`config.mk`:
```
export PLATFORM = sky130hd
export DESIGN_NAME = oldland_memory
export DESIGN_NICKNAME = d
export VERILOG_FILES = /design/src/rtl/oldland_defines.sv /design/src/rtl/oldland_mem_lanes.sv /design/src/rtl/oldland_memory.sv
export SDC_FILE = /design/constraint.sdc
export NUM_CORES = 1
export LEC_CHECK = 0
export CAP_MARGIN = 25
export CORE_ASPECT_RATIO = 1.4
export CORE_MARGIN = 3
export CORE_UTILIZATION = 43
export CTS_CLUSTER_SIZE = 8
export DETAILED_ROUTE_END_ITERATION = 12
export PLACE_DENSITY = 0.82
export RECOVER_POWER = 50
export SLEW_MARGIN = 30
export SYNTH_ARGS = -nofsm -noshare
export SYNTH_HDL_FRONTEND = slang
export SYNTH_SLANG_ARGS = --single-unit
```
`constraint.sdc`:
```
create_clock -name clk -period 2.65 [get_ports clk]
set_input_delay 0.53 -clock clk [delete_from_list [all_inputs] [get_ports clk]]
set_output_delay 0.53 -clock clk [all_outputs]
set_load 0.02 [all_outputs]
```
`src/rtl/oldland_defines.sv`:
```
// Shared encodings for the oldland memory stage and its lane helper.
package oldland_defines;

    localparam logic [1:0] MEM_BYTE = 2'd0;
    localparam logic [1:0] MEM_HALF = 2'd1;
    localparam logic [1:0] MEM_WORD = 2'd2;

    localparam logic [31:0] INSTR_NOP = 32'h0000_0000;

    typedef enum logic [1:0] {
        ST_IDLE     = 2'd0,
        ST_ACCESS   = 2'd1,
        ST_COMPLETE = 2'd2
    } mem_state_t;

endpackage

```
`src/rtl/oldland_mem_lanes.sv`:
```
// Little-endian lane logic: byte enables, store replication, load extraction
// and alignment check. Purely combinational so a cache can reuse it.
module oldland_mem_lanes
    import oldland_defines::*;
(
    input  logic [1:0]  width,
    input  logic [1:0]  addr_lo,
    input  logic [31:0] wr_val,
    input  logic [31:0] rd_data,
    output logic [3:0]  bytesel,
    output logic [31:0] wr_rep,
    output logic [31:0] rd_ext,
    output logic        misaligned
);

    always_comb begin
        bytesel    = 4'b1111;
        wr_rep     = wr_val;
        rd_ext     = rd_data;
        misaligned = (addr_lo != 2'b00);
        case (width)
            MEM_BYTE: begin
                bytesel    = 4'b0001 << addr_lo;
                wr_rep     = {4{wr_val[7:0]}};
                rd_ext     = {24'h0, rd_data[{addr_lo, 3'b000} +: 8]};
                misaligned = 1'b0;
            end
            MEM_HALF: begin
                bytesel    = addr_lo[1] ? 4'b1100 : 4'b0011;
                wr_rep     = {2{wr_val[15:0]}};
                rd_ext     = {16'h0, (addr_lo[1] ? rd_data[31:16] : rd_data[15:0])};
                misaligned = addr_lo[0];
            end
            default: ;  // word and the reserved encoding behave identically
        endcase
    end

endmodule

```
`src/rtl/oldland_memory.sv`:
```
// Oldland memory stage: runs load/store bus transactions, forwards ALU results
// to writeback and pulses stall_clear once per stalling instruction.
//
// state       | meaning
// ST_IDLE     | accepting a new instruction every cycle
// ST_ACCESS   | bus request held, waiting for d_ack or timeout
// ST_COMPLETE | one-cycle writeback slot for the memory result
module oldland_memory
    import oldland_defines::*;
#(
    parameter int BUS_TIMEOUT = 16
) (
    input  logic        clk,
    input  logic        rst,
    input  logic        load,
    input  logic        store,
    input  logic        branch,
    input  logic [31:0] mem_addr,
    input  logic [31:0] mem_wr_val,
    input  logic [1:0]  mem_width,
    input  logic [31:0] alu_result,
    input  logic [2:0]  rd_sel_in,
    input  logic        update_rd_in,
    output logic [31:0] d_addr,
    output logic [3:0]  d_bytesel,
    output logic [31:0] d_wr_val,
    output logic        d_wr_en,
    output logic        d_access,
    input  logic        d_ack,
    input  logic [31:0] d_data,
    output logic [31:0] wr_val,
    output logic [2:0]  rd_sel,
    output logic        update_rd,
    output logic        stall_clear,
    output logic        busy,
    output logic        bus_error
);

    localparam int CW = $clog2(BUS_TIMEOUT + 1);

    mem_state_t     state, state_next;
    logic [CW-1:0]  count;
    logic [31:0]    addr_q;
    logic [1:0]     width_q;
    logic [3:0]     bytesel_q;
    logic [31:0]    wr_rep_q;
    logic           is_store_q;
    logic [2:0]     rd_q;

    logic           start_mem;
    logic           timeout_hit;
    logic [1:0]     lane_width;
    logic [1:0]     lane_addr;
    logic [3:0]     lane_bytesel;
    logic [31:0]    lane_wr_rep;
    logic [31:0]    lane_rd_ext;
    logic           lane_misaligned;

    assign start_mem   = load | store;
    assign timeout_hit = (count == CW'(BUS_TIMEOUT - 1));

    // Inputs are decoded while idle; the latched request is used for extraction.
    assign lane_width = (state == ST_IDLE) ? mem_width     : width_q;
    assign lane_addr  = (state == ST_IDLE) ? mem_addr[1:0] : addr_q[1:0];

    oldland_mem_lanes u_lanes (
        .width      (lane_width),
        .addr_lo    (lane_addr),
        .wr_val     (mem_wr_val),
        .rd_data    (d_data),
        .bytesel    (lane_bytesel),
        .wr_rep     (lane_wr_rep),
        .rd_ext     (lane_rd_ext),
        .misaligned (lane_misaligned)
    );

    always_comb begin
        state_next = state;
        case (state)
            ST_IDLE: begin
                if (start_mem)
                    state_next = lane_misaligned ? ST_COMPLETE : ST_ACCESS;
            end
            ST_ACCESS: begin
                if (d_ack || timeout_hit)
                    state_next = ST_COMPLETE;
            end
            ST_COMPLETE: state_next = ST_IDLE;
            default:     state_next = ST_IDLE;
        endcase
    end

    assign busy      = (state != ST_IDLE) || start_mem;
    assign d_access  = (state == ST_ACCESS);
    assign d_addr    = d_access ? {addr_q[31:2], 2'b00} : 32'h0;
    assign d_bytesel = d_access ? bytesel_q : 4'h0;
    assign d_wr_val  = d_access ? wr_rep_q : 32'h0;
    assign d_wr_en   = d_access && is_store_q;

    always_ff @(posedge clk) begin
        if (rst) begin
            state       <= ST_IDLE;
            count       <= '0;
            addr_q      <= '0;
            width_q     <= '0;
            bytesel_q   <= '0;
            wr_rep_q    <= '0;
            is_store_q  <= 1'b0;
            rd_q        <= '0;
            wr_val      <= '0;
            rd_sel      <= '0;
            update_rd   <= 1'b0;
            stall_clear <= 1'b0;
            bus_error   <= 1'b0;
        end else begin
            state       <= state_next;
            wr_val      <= '0;
            update_rd   <= 1'b0;
            stall_clear <= 1'b0;
            bus_error   <= 1'b0;
            case (state)
                ST_IDLE: begin
                    if (start_mem) begin
                        addr_q     <= mem_addr;
                        width_q    <= mem_width;
                        bytesel_q  <= lane_bytesel;
                        wr_rep_q   <= lane_wr_rep;
                        is_store_q <= store;
                        rd_q       <= rd_sel_in;
                        count      <= '0;
                        if (lane_misaligned) begin
                            rd_sel      <= rd_sel_in;
                            stall_clear <= 1'b1;
                            bus_error   <= 1'b1;
                        end
                    end else begin
                        wr_val      <= alu_result;
                        rd_sel      <= rd_sel_in;
                        update_rd   <= update_rd_in;
                        stall_clear <= branch;
                    end
                end
                ST_ACCESS: begin
                    if (d_ack) begin
                        rd_sel      <= rd_q;
                        stall_clear <= 1'b1;
                        update_rd   <= ~is_store_q;
                        wr_val      <= is_store_q ? 32'h0 : lane_rd_ext;
                    end else if (timeout_hit) begin
                        // Abandoned access never writes a register.
                        rd_sel      <= rd_q;
                        stall_clear <= 1'b1;
                        bus_error   <= 1'b1;
                    end else begin
                        count <= count + CW'(1);
                    end
                end
                default: ;
            endcase
        end
    end

endmodule

```
# ---- After elaboration in Yosys (flattened, before gate mapping)
# Cells that the tools add are included.
dict set report word_totals {
  ff_bits 119
  elab_cells 78
  input_bits 140
  output_inout_bits 109
}
dict set report classes {
  bitwise_logic 2
  n_mux 39
  eq_ne 9
  n_shift 2
  reduce_logical 12
  n_addsub 1
}
# operator count
set ops {}
lappend ops {{one-hot mux 32 bit (2 select lines)} 3}
lappend ops {{two-way mux 32 bit} 5}
lappend ops {{variable part select 32 x 6 -> 8 bit} 1}
lappend ops {{two-way mux 16 bit} 1}
lappend ops {{two-way mux 5 bit} 3}
lappend ops {{two-way mux 3 bit} 4}
lappend ops {{two-way mux 2 bit} 5}
lappend ops {{one-hot mux 5 bit (2 select lines)} 1}
lappend ops {{two-way mux 1 bit} 8}
lappend ops {{two-way mux 4 bit} 2}
lappend ops {{one-hot mux 1 bit (2 select lines)} 4}
lappend ops {{one-hot mux 4 bit (2 select lines)} 1}
lappend ops {{!= test 2 bit (second input constant)} 3}
lappend ops {{one-hot mux 3 bit (2 select lines)} 1}
lappend ops {{nonzero test 2 bit} 3}
lappend ops {{adder 5 x 1 -> 5 bit (second input constant)} 1}
lappend ops {{== test 5 x 4 -> 1 bit (second input constant)} 1}
lappend ops {{== test 2 x 1 -> 1 bit (second input constant)} 2}
lappend ops {{zero test 2 bit} 2}
lappend ops {{one-hot mux 2 bit (2 select lines)} 1}
lappend ops {{AND reduction 2 bit} 2}
lappend ops {{AND reduction 4 bit} 1}
lappend ops {{left shift 1 x 2 -> 4 bit (first input constant)} 1}
lappend ops {{!= test 3 x 1 -> 1 bit (second input constant)} 1}
lappend ops {{other kinds (7)} 8}

# ---- Longest topological paths before layout
# Gate-level depths: netlist of run 1.
dict set report logic_depth {
  ltp_word 7
  mapped_depth 8
}

# ---- Hierarchy
# Synthesis of run 1 repeated with hierarchy kept, for this count alone.
dict set report unflattened {
  hier_cells 713
  hier_area_um2 5765.5
}
# module seq_area_each_um2 instances cells_each area_per_inst_um2
set by_module_without_submodules {}
lappend by_module_without_submodules {oldland_memory 2382.3 1 583 4762.1}
lappend by_module_without_submodules {oldland_mem_lanes 0.0 1 130 1003.5}

# ---- Worst setup path before layout of run 1
# OpenSTA, ideal clock, no wires.
dict set report synth_timing {
  path_kind {input -> output}
  start {in store}
  end {out busy}
  required_ns 2.120
  slack_ns 0.518
  arrival_time_ns 1.602
  cell_stages 4
  path_buffers 1
  cell_sequence {or3_1 -> nor2_2 -> clkbuf_1 -> inv_1}
}
dict set report synth_between {
  elab_chain_cells 2
}
# item line_no
set synth_rtl {}
lappend synth_rtl {{start, declared} oldland_memory.sv:16} ;# input logic store,
lappend synth_rtl {{bitwise OR 1 bit} oldland_memory.sv:59} ;# assign start_mem = load | store;
lappend synth_rtl {{logical OR 1 bit} oldland_memory.sv:93} ;# assign busy = (state != ST_IDLE) || start_mem;
lappend synth_rtl {{end, declared} oldland_memory.sv:35} ;# output logic busy,
# No other way between the ends.

# ---- Worst setup path after layout of run 1
# Ends and elaborated chain as after synthesis.

==> out/metrics.yaml, run 1 <==
status: "finished clean"
nFillCells: 1083
die_w_um: 103
setup_violations: 0
drive_gt1_share_pct: 8.26
worstPathMaxFanout: 2
startpoint_type: "input pin"
final-hold-violation-count: 0
leakage_nw: 3.89
cp_data_required_time_ps: 2120
cts_buffers: 17
worst_pin_slew_ps: 943
diodes: 0
wl_met2_um: 9820
htree_levels: 4
power.density_nw_per_um2: 1010
arrival_ps: 2010
core_region_area_sq_um: 12900
dr_total_vias: 5986
endpoint_kind: "primary output"
r2r-start: "state[1]"
relSlewSlack_pct: 37.1
synth_edf_count: 0
synthArstFlopShare_pct: 0
regArea_sq_um: 2380
final_cells: 1097
antenna_found_initial: 0
vias_per_cell: 5.46
reg2reg_to: "wr_rep_q[10]"
drt-initial-drc-count: 394
grt_pass1_wl_um: 29900
grt_overflow_total: 0
start_util_pct: 44.1
synth-seq-cells: 119
hpwlAfterDp_um: 13700
peakVddDrop_mv: 0.636
drc: 0
maxCapViolations: 0
chipHeight_um: 142
cts_tree: "yes"
hp-start: "addr_q[30]"
firstDrtPassIters: 5
holdPathEnd: "addr_q[30]"
whs_path_depth: 2
clk_path_buf_depth: 2
wl_met1_um: 7110
die-area_sq_um: 14600
worst_slack_ps: 106
ys_types: 55
synthFlopType: "dfxtp_1"
cts.clk_slew.worst_paths_ps: 50
ant_nets: 0
area_delta_synth_final_pct: 56.2
clkLatencyLatePin_ps: 400
num_io_pins: 249
io_buffers: 246
dr_wl_met3_um: 1710
fin_worst_skew_ps: 6.74
cts.sinks: 119
routed_wl_um: 19200
top_layer: "met4"
root_buffer: "clkbuf_16"
crit_type: "in -> out"
yosys_warnings: 0
r2r_cells: 6
grt_max_degree: 88
rows: 49
rsz0062_at_grt: "no"
syn_inst: 697
grt_usage_pct: 25.9
synth-seq-area-share_pct: 42.0
grt_pass1_vias: 5682
hp-class: "reg -> reg"
avgSynthCellArea_sq_um: 8.14
gp_congestion: 0.912
fin_crit_ps: 2540
wire_per_inst_um: 17.5
fmax_mhz: 393
dp.cells: 1066
fin_nets: 1074
slew_violations: 0
fin_setup_tns_ps: 0
period_share_pct: 96.0
multi_input_area_sq_um: 3030
syn-cell-area_sq_um: 5680
r2r_setup_slack_ps: 290
p_total_mw: 8.94
dp_slack_ps: 108
[cells by family after synthesis]
kind of cell / count (synthesis) / synth area share, %
AOI/OAI and AO/OA: 190 / 22.3
xor gates and xnor gates: 2 / 0.309
adders and majority gates: 2 / 0.441
buffers and inverters: 60 / 5.03
DFF: 119 / 42.0
muxes: 27 / 5.38
other: 1 / 0.0661
and+or+nand+nor: 296 / 24.5
[stage by stage]
stage,cell area (sq um),hold WS (ps),utilization [%]
6_report,8870,447,68.9
5_1_grt,8870,466,68.9
4_1_cts,8880,450,69.0
3_5_place_dp,8330,442,64.7
3_3_place_gp,8320,436,64.6
2_1_floorplan,5680,427,-
[synthesized netlist by cell type, types with 7 or more instances]
cell type | n | share of area (%)
a2bb2oi_1 | 8 | 1.2
dfxtp_1 | 119 | 42
o21ai_1 | 11 | 0.97
buf_2 | 15 | 1.3
a21oi_1 | 80 | 7.1
a211oi_1 | 8 | 1.1
o21ai_0 | 11 | 0.97
buf_4 | 7 | 0.93
nand3_1 | 12 | 1.1
mux2i_1 | 19 | 3.4
a22oi_1 | 26 | 3.4
and2_1 | 67 | 7.4
a222oi_1 | 8 | 1.4
a311oi_1 | 16 | 2.5
o221ai_1 | 8 | 1.2
nor2_1 | 56 | 3.7
nand2_1 | 136 | 9.0
clkbuf_1 | 31 | 2.0
[what timing repair did]
action	4_1_cts	5_1_grt
hold buffers	0	0
gates cloned	0	0
setup buffers	0	0
endpoints found under the setup margin	56	11
gates resized for setup	56	8
[report_power, final]
group | leakage [nW] | switching, mW | internal [mW] | total [mW]
Combinational | 2.61 | 2.35 | 1.65 | 4.01
Clock | 0.306 | 0.783 | 1.64 | 2.42
Sequential | 0.978 | 0.239 | 2.28 | 2.51
[final cells by class]
type | instances | area share (%)
flip-flops and latches | 119 | 26.9
repair buffers | 271 | 29.6
clock buffers | 22 | 5.35
multi-input cells | 519 | 34.2
clock inverters | 9 | 1.67
inverters | 4 | 0.169
well taps | 153 | 2.16
[sequential cells by signal (all words and copies together), names as in the netlist]
| name | flops |
|---|---|
| addr_q | 32 |
| rd_sel | 3 |
| state | 2 |
| rd_q | 3 |
| update_rd | 1 |
| count | 5 |
| bytesel_q | 4 |
| bus_error | 1 |
| stall_clear | 1 |
| is_store_q | 1 |
| wr_rep_q | 32 |
| width_q | 2 |
| wr_val | 32 |
[how the worst max path moves through the flow]
stage                     startpoint           to  slack (ps)  cells after the start
after floorplan                store         busy         520                      4
after global placement         store         busy         110                      5
after detailed placement       store         busy         110                      5
after CTS                   state[0]  d_wr_val[8]         0.1                      5
after global routing        state[0]   d_addr[19]           4                      5
final                          store         busy         110                      5
[layout by cell type, fill, tap and decap left out, types with 3 or more instances in the layout]
| cell type | instances |
|---|---|
| a22oi_1 | 26 |
| inv_1 | 4 |
| nor2_1 | 57 |
| dlygate4sd2_1 | 56 |
| a21oi_1 | 80 |
| clkdlybuf4s50_1 | 144 |
| nand2_1 | 136 |
| clkinv_2 | 4 |
| mux2i_1 | 19 |
| dlygate4sd3_1 | 38 |
| buf_4 | 19 |
| buf_12 | 3 |
| and2_1 | 67 |
| nor3_1 | 3 |
| o21ai_1 | 9 |
| o21ai_0 | 12 |
| a311oi_1 | 16 |
| a2bb2oi_1 | 8 |
| a31oi_2 | 3 |
| dlymetal6s2s_1 | 7 |
| clkbuf_8 | 3 |
| a211oi_1 | 8 |
| a222oi_1 | 8 |
| clkbuf_16 | 17 |
| o221ai_1 | 8 |
| clkbuf_1 | 3 |
| nand3_1 | 12 |
| bufinv_16 | 4 |
| mux2_2 | 5 |
| dfxtp_1 | 118 |
[layer usage]
layer  up-vias  global-route usage (%)
met5         -                       0
met4         0                    9.89
met3        46                    6.42
met2       268                    44.5
met1      2760                    30.6
li1       2912                       -
[worst max-delay path, cell delays in order]
cell             delay [ps]
clkdlybuf4s50_1         410
or3_1                   360
nor2_1                  130
inv_1                    50
clkdlybuf4s50_1         540
Power figures use the tool's default switching activity.
==> inputs of run 2 (changes only) <==
--- a/config.mk
+++ b/config.mk
@@ -13,6 +13,7 @@
 export DETAILED_ROUTE_END_ITERATION = 12
 export PLACE_DENSITY = 0.82
 export RECOVER_POWER = 50
+export SETUP_SLACK_MARGIN = 0.5
 export SLEW_MARGIN = 30
 export SYNTH_ARGS = -nofsm -noshare
 export SYNTH_HDL_FRONTEND = slang
==> run 2 against run 1 <==
Compared with the run above:
- hold slack about the same
- setup slack better by 300 ps
- highest routed layer unchanged
- sequential share of layout area down 0.36 points
- clock power about the same
- combinational power up 12%
- sequential power about the same
- largest cell class unchanged
==> out/metrics.yaml, run 2 (same netlist as run 1, synthesis figures left out) <==
status: "finished clean"
relSlewSlack_pct: 39.0
chipHeight_um: 142
slew_violations: 0
hp-class: "reg -> reg"
routed_wl_um: 20300
grt_overflow_total: 0
hpwlAfterDp_um: 13700
intPower_mw: 5.86
fin_worst_skew_ps: 9.02
crit_type: "in -> reg"
rows: 49
vias_per_cell: 5.52
diodes: 0
cts.clk_slew.worst_paths_ps: 50
drive_gt1_share_pct: 17.5
startpoint_type: "input pin"
cp_top_family: "buffers and inverters"
fin_setup_tns_ps: 0
power.density_nw_per_um2: 1050
final-hold-violation-count: 0
antenna_found_initial: 0
die-area_sq_um: 14600
endpoint_kind: "flip-flop"
crit_chain: "clkdlybuf4s50_1, or3_1, nor2_1, clkbuf_2, a21oi_1, o21ai_1, a2bb2oi_1"
drt-initial-drc-count: 385
worst-path-stages: 7
clkLatencyLatePin_ps: 410
nFillCells: 1035
area_delta_synth_final_pct: 58.5
fmax_mhz: 446
largestRegisters: "addr_q x32, wr_rep_q x32, wr_val x32"
clk_path_buf_depth: 2
multi_input_area_sq_um: 3080
core_region_area_sq_um: 12900
seqPwrFrac_pct: 26.8
fin_util_pct: 69.9
final_cell_mix: "clkdlybuf4s50_1 (138), nand2_1 (136), dfxtp_1 (118), a21oi_1 (80), and2_1 (60)"
p_sw_mw: 3.57
r2r_cells: 7
fin_nets: 1085
clockPowerShare_pct: 25.7
final_common_cell: "clkdlybuf4s50_1"
die_w_um: 103
gp_congestion: 0.912
cpPeakStageDelay_ps: 610
worst_pin_slew_ps: 915
worstPathMaxFanout: 35
peakVddDrop_mv: 0.666
arrival_ps: 2560
num_io_pins: 249
period_share_pct: 84.7
combPwrFrac_pct: 47.5
cts_tree: "yes"
fin_crit_ps: 2240
cts_hold_buf: 0
cp_slowest_cell: "clkbuf_2"
regArea_sq_um: 2390
grt_max_degree: 88
htree_levels: 4
whs_path_depth: 2
cts.sinks: 119
io_buffers: 246
cts_buffers: 17
sw_frac_of_total_pct: 37.8
grt_usage_pct: 26.7
cp_data_required_time_ps: 2960
start_util_pct: 44.1
leakage_nw: 3.73
dr_total_vias: 6119
wire_per_inst_um: 18.3
maxCapViolations: 0
firstDrtPassIters: 7
root_buffer: "clkbuf_16"
drc: 0
setup_violations: 0
ant_nets: 0
grt_pass1_wl_um: 30700
rsz0062_at_grt: "yes"
critical_path_buf_inv_count: 2
grt_pass1_vias: 5787
run 2: changes by cell type in the layout (fill, tap and decap cells not counted), moves of 7 or more:
cell / change
clkdlybuf4s15_2: +8
buf_4: +36
and2_4: +7
dlymetal6s2s_1: -7
dlygate4sd2_1: -56
buf_6: +10
buf_2: +10
and2_1: -7
clkbuf_2: +9
run 2: path summary, 6_finish.rpt:
check | from | end | slack [ps]
worst max-delay path | store | wr_val[4] | 410
worst min-delay path | addr_q[30] | addr_q[30] | 450
worst max register to register | state[0] | wr_val[4] | 430
worst min register to register | addr_q[30] | addr_q[30] | 450
run 2: layout make-up:
| type | count | area share [%] |
|---|---|---|
| Clock inverter | 9 | 1.64 |
| Clock buffer | 22 | 5.27 |
| Inverter | 4 | 0.167 |
| Multi-Input combinational cell | 519 | 34.2 |
| Tap cell | 153 | 2.13 |
| Timing Repair Buffer | 282 | 30.0 |
| Sequential cell | 119 | 26.5 |
run 2: through the flow:
step	total power, mW	setup slack (ps)	std cells	hold WS (ps)	instance area [sq um]
2_1_floorplan	5.24	518	698	427	5680
3_3_place_gp	6.66	112	1066	436	8320
3_5_place_dp	6.73	108	1066	442	8330
4_1_cts	9.22	415	1101	450	8810
5_1_grt	9.97	321	1108	466	9000
6_report	9.43	406	1108	447	9000
run 2: layer usage:
metal	wire, um	vias to the layer above	track usage [%]	part of all wire [%]
met1	7600	2824	31.7	37
met4	606	0	10.8	3.0
met3	1680	48	6.57	8.2
li1	-	2940	-	-
met2	10400	307	45.6	51
met5	0	-	0	0
run 2: timing repair:
action,4_1_cts,5_1_grt
pin swaps,2,4
gates resized for setup,260,71
setup buffers,2,5
endpoints found under the setup margin,71,87
cloned,2,2
run 2: tightest hold or removal path: stages (launching register included):
cell     delay, ps
dfxtp_1        300
nand2_1         50
a21oi_1         50
run 2: power groups by stage:
stage / clock network [mW] / registers [mW] / logic [mW]
2_1_floorplan: 0 / 2.58 / 2.66
3_3_place_gp: 0 / 2.53 / 4.12
3_5_place_dp: 0 / 2.55 / 4.17
4_1_cts: 2.45 / 2.53 / 4.24
5_1_grt: 2.54 / 2.57 / 4.86
6_report: 2.43 / 2.52 / 4.48
==> inputs of run 3 (changes only) <==
--- a/config.mk
+++ b/config.mk
@@ -8,10 +8,10 @@
 export CAP_MARGIN = 25
 export CORE_ASPECT_RATIO = 1.4
 export CORE_MARGIN = 3
-export CORE_UTILIZATION = 43
+export CORE_UTILIZATION = 38
 export CTS_CLUSTER_SIZE = 8
 export DETAILED_ROUTE_END_ITERATION = 12
-export PLACE_DENSITY = 0.82
+export PLACE_DENSITY = 0.76
 export RECOVER_POWER = 50
 export SETUP_SLACK_MARGIN = 0.5
 export SLEW_MARGIN = 30
==> constraint.sdc (replaced) <==
create_clock -name clk -period 1.85 [get_ports clk]
set_input_delay 0.37 -clock clk [delete_from_list [all_inputs] [get_ports clk]]
set_output_delay 0.37 -clock clk [all_outputs]
set_load 0.02 [all_outputs]
==> run 3 against run 2 <==
Compared with the run above:
- the flow now finishes with violations (negative setup slack)
- hold slack worse by 79 ps
- cell area up 31%
- non-clock buffer count up 124
- register-to-register slack worse by 770 ps
- cell count up 15%
- utilization up 11 points
- setup slack worse by 740 ps
- clock skew up 6.4 ps
- sequential cell count unchanged
- global-route usage up 4.6 points
- routed wire length up 63%
==> out/metrics.yaml, run 3 (same netlist as run 1, synthesis figures left out) <==
status: "finished, violations left"
violations: "negative setup slack"
relSlewSlack_pct: 34.4
final_cells: 1273
chipHeight_um: 151
ant_nets: 0
grt_max_degree: 84
dp.cells: 1141
startpoint_type: "flip-flop"
grt_overflow_total: 0
crit_top_cell: "buf_12"
final_cell_mix: "clkdlybuf4s50_1 (138), dfxtp_1 (115), buf_6 (107), nand2_1 (99), and2_4 (67)"
fin_worst_skew_ps: 15.5
die-area_sq_um: 16500
post_dp_cell_area_sq_um: 8970
dr_total_vias: 7927
num_io_pins: 249
cp_data_required_time_ps: 2150
hp-class: "in -> reg"
cpPeakStageDelay_ps: 560
grt_usage_pct: 31.4
worstPathMaxFanout: 8
final-hold-violation-count: 0
area_delta_synth_final_pct: 108
largestRegisters: "addr_q x32, wr_rep_q x32, wr_val x32"
start_util_pct: 39.0
clk_path_buf_depth: 2
clkLatencyLatePin_ps: 430
endpoint_kind: "flip-flop"
worst_pin_slew_ps: 984
worst_slack_ps: -337
slew_violations: 0
power.density_nw_per_um2: 1760
drive_gt1_share_pct: 45.9
drt-initial-drc-count: 928
root_buffer: "clkbuf_16"
cts.clk_slew.worst_paths_ps: 70
grt_pass1_vias: 7123
firstDrtPassIters: 8
fin_nets: 1211
period_share_pct: 118
crit_chain: "buf_6, or4_4, o31ai_4, buf_12, buf_12, buf_16, a222oi_1, a211oi_1"
leakage_nw: 4.74
final_common_cell: "clkdlybuf4s50_1"
wire_per_inst_um: 26.0
drc: 0
cp_slowest_cell: "or4_4"
arrival_ps: 2490
fmax_mhz: 457
htree_levels: 4
cts_tree: "yes"
fin_crit_ps: 2190
critical_path_buf_inv_count: 4
routed_wl_um: 33100
final_area_sq_um: 11800
core_region_area_sq_um: 14600
vias_per_cell: 6.23
peakVddDrop_mv: 0.897
hpwlAfterDp_um: 15100
gp_congestion: 0.835
setup_violations: 135
crit_type: "reg -> reg"
io_buffers: 246
die_w_um: 109
cts_buffers: 17
cts_hold_buf: 0
rsz0062_at_grt: "yes"
maxCapViolations: 0
antenna_found_initial: 4
rows: 52
fin_util_pct: 80.9
cp_top_family: "compound AO/OA/AOI/OAI gates"
cts.sinks: 119
grt_pass1_wl_um: 39500
-- run 3: changes by cell type in the layout (fill, tap and decap cells not counted), moves of 35 or more --
cell	delta
buf_6	+97
and2_1	-60
and2_4	+60
dlygate4sd3_1	-38
nand2_1	-37
clkbuf_1	+35
-- run 3: through the flow --
| step | hold WS (ps) | worst slack, ps | setup TNS [ps] | power (mW) |
|---|---|---|---|---|
| 2_1_floorplan | 427 | -13.4 | -40.3 | 8.20 |
| 3_3_place_gp | 437 | -382 | -28350 | 10.5 |
| 3_5_place_dp | 443 | -441 | -30280 | 10.6 |
| 4_1_cts | 314 | -101 | -6030 | 17.8 |
| 5_1_grt | 371 | -331 | -21860 | 21.3 |
| 6_report | 368 | -337 | -17170 | 20.8 |
-- run 3: worst reg2reg max path, delay by kind of cell (launching register included) --
family	cells	cell delay, ps
flip-flops	1	340
AO/OA/AOI/OAI	3	590
buffers and inverters	4	570
AND/OR/NAND/NOR	1	560
-- run 3: layout make-up --
type | count | area [sq um]
inverter | 4 | 17.5
clock buffer | 24 | 533
fill | 796 | 2780
antenna | 4 | 10.0
clock inverter | 6 | 110
sequential | 119 | 2390
timing repair buffer | 406 | 4510
tap | 189 | 236
multi-input combinational | 521 | 3990
-- run 3: path summary, 6_finish.rpt --
kind	start	to	slack, ps	cells after the start
max	state[1]	wr_rep_q[27]	-340	8
min	rst	state[1]	370	3
max reg2reg	state[1]	wr_rep_q[27]	-340	8
min reg2reg	addr_q[25]	addr_q[25]	450	2
-- run 3: what timing repair did --
item | in CTS | in global routing
setup endpoints to repair | 225 | 215
endpoints found under the hold margin | 0 | 0
gates cloned | 22 | 7
buffers inserted | 35 | 34
pin swaps | 72 | 115
gates resized for setup | 589 | 187
-- run 3: metal layers --
metal  vias up  GRT usage [%]  share of wire (%)
met5         -              0                  0
met4         0           19.9                9.4
met3       288           7.89                 11
met2       733           53.6                 47
met1      3689           34.2                 33
li1       3217              -                  -
-- run 3: power breakdown --
| part | internal (mW) | total (mW) | switching [mW] |
|---|---|---|---|
| Combinational | 7.01 | 13.4 | 6.35 |
| Clock | 2.40 | 3.64 | 1.25 |
| Sequential | 3.27 | 3.78 | 0.513 |
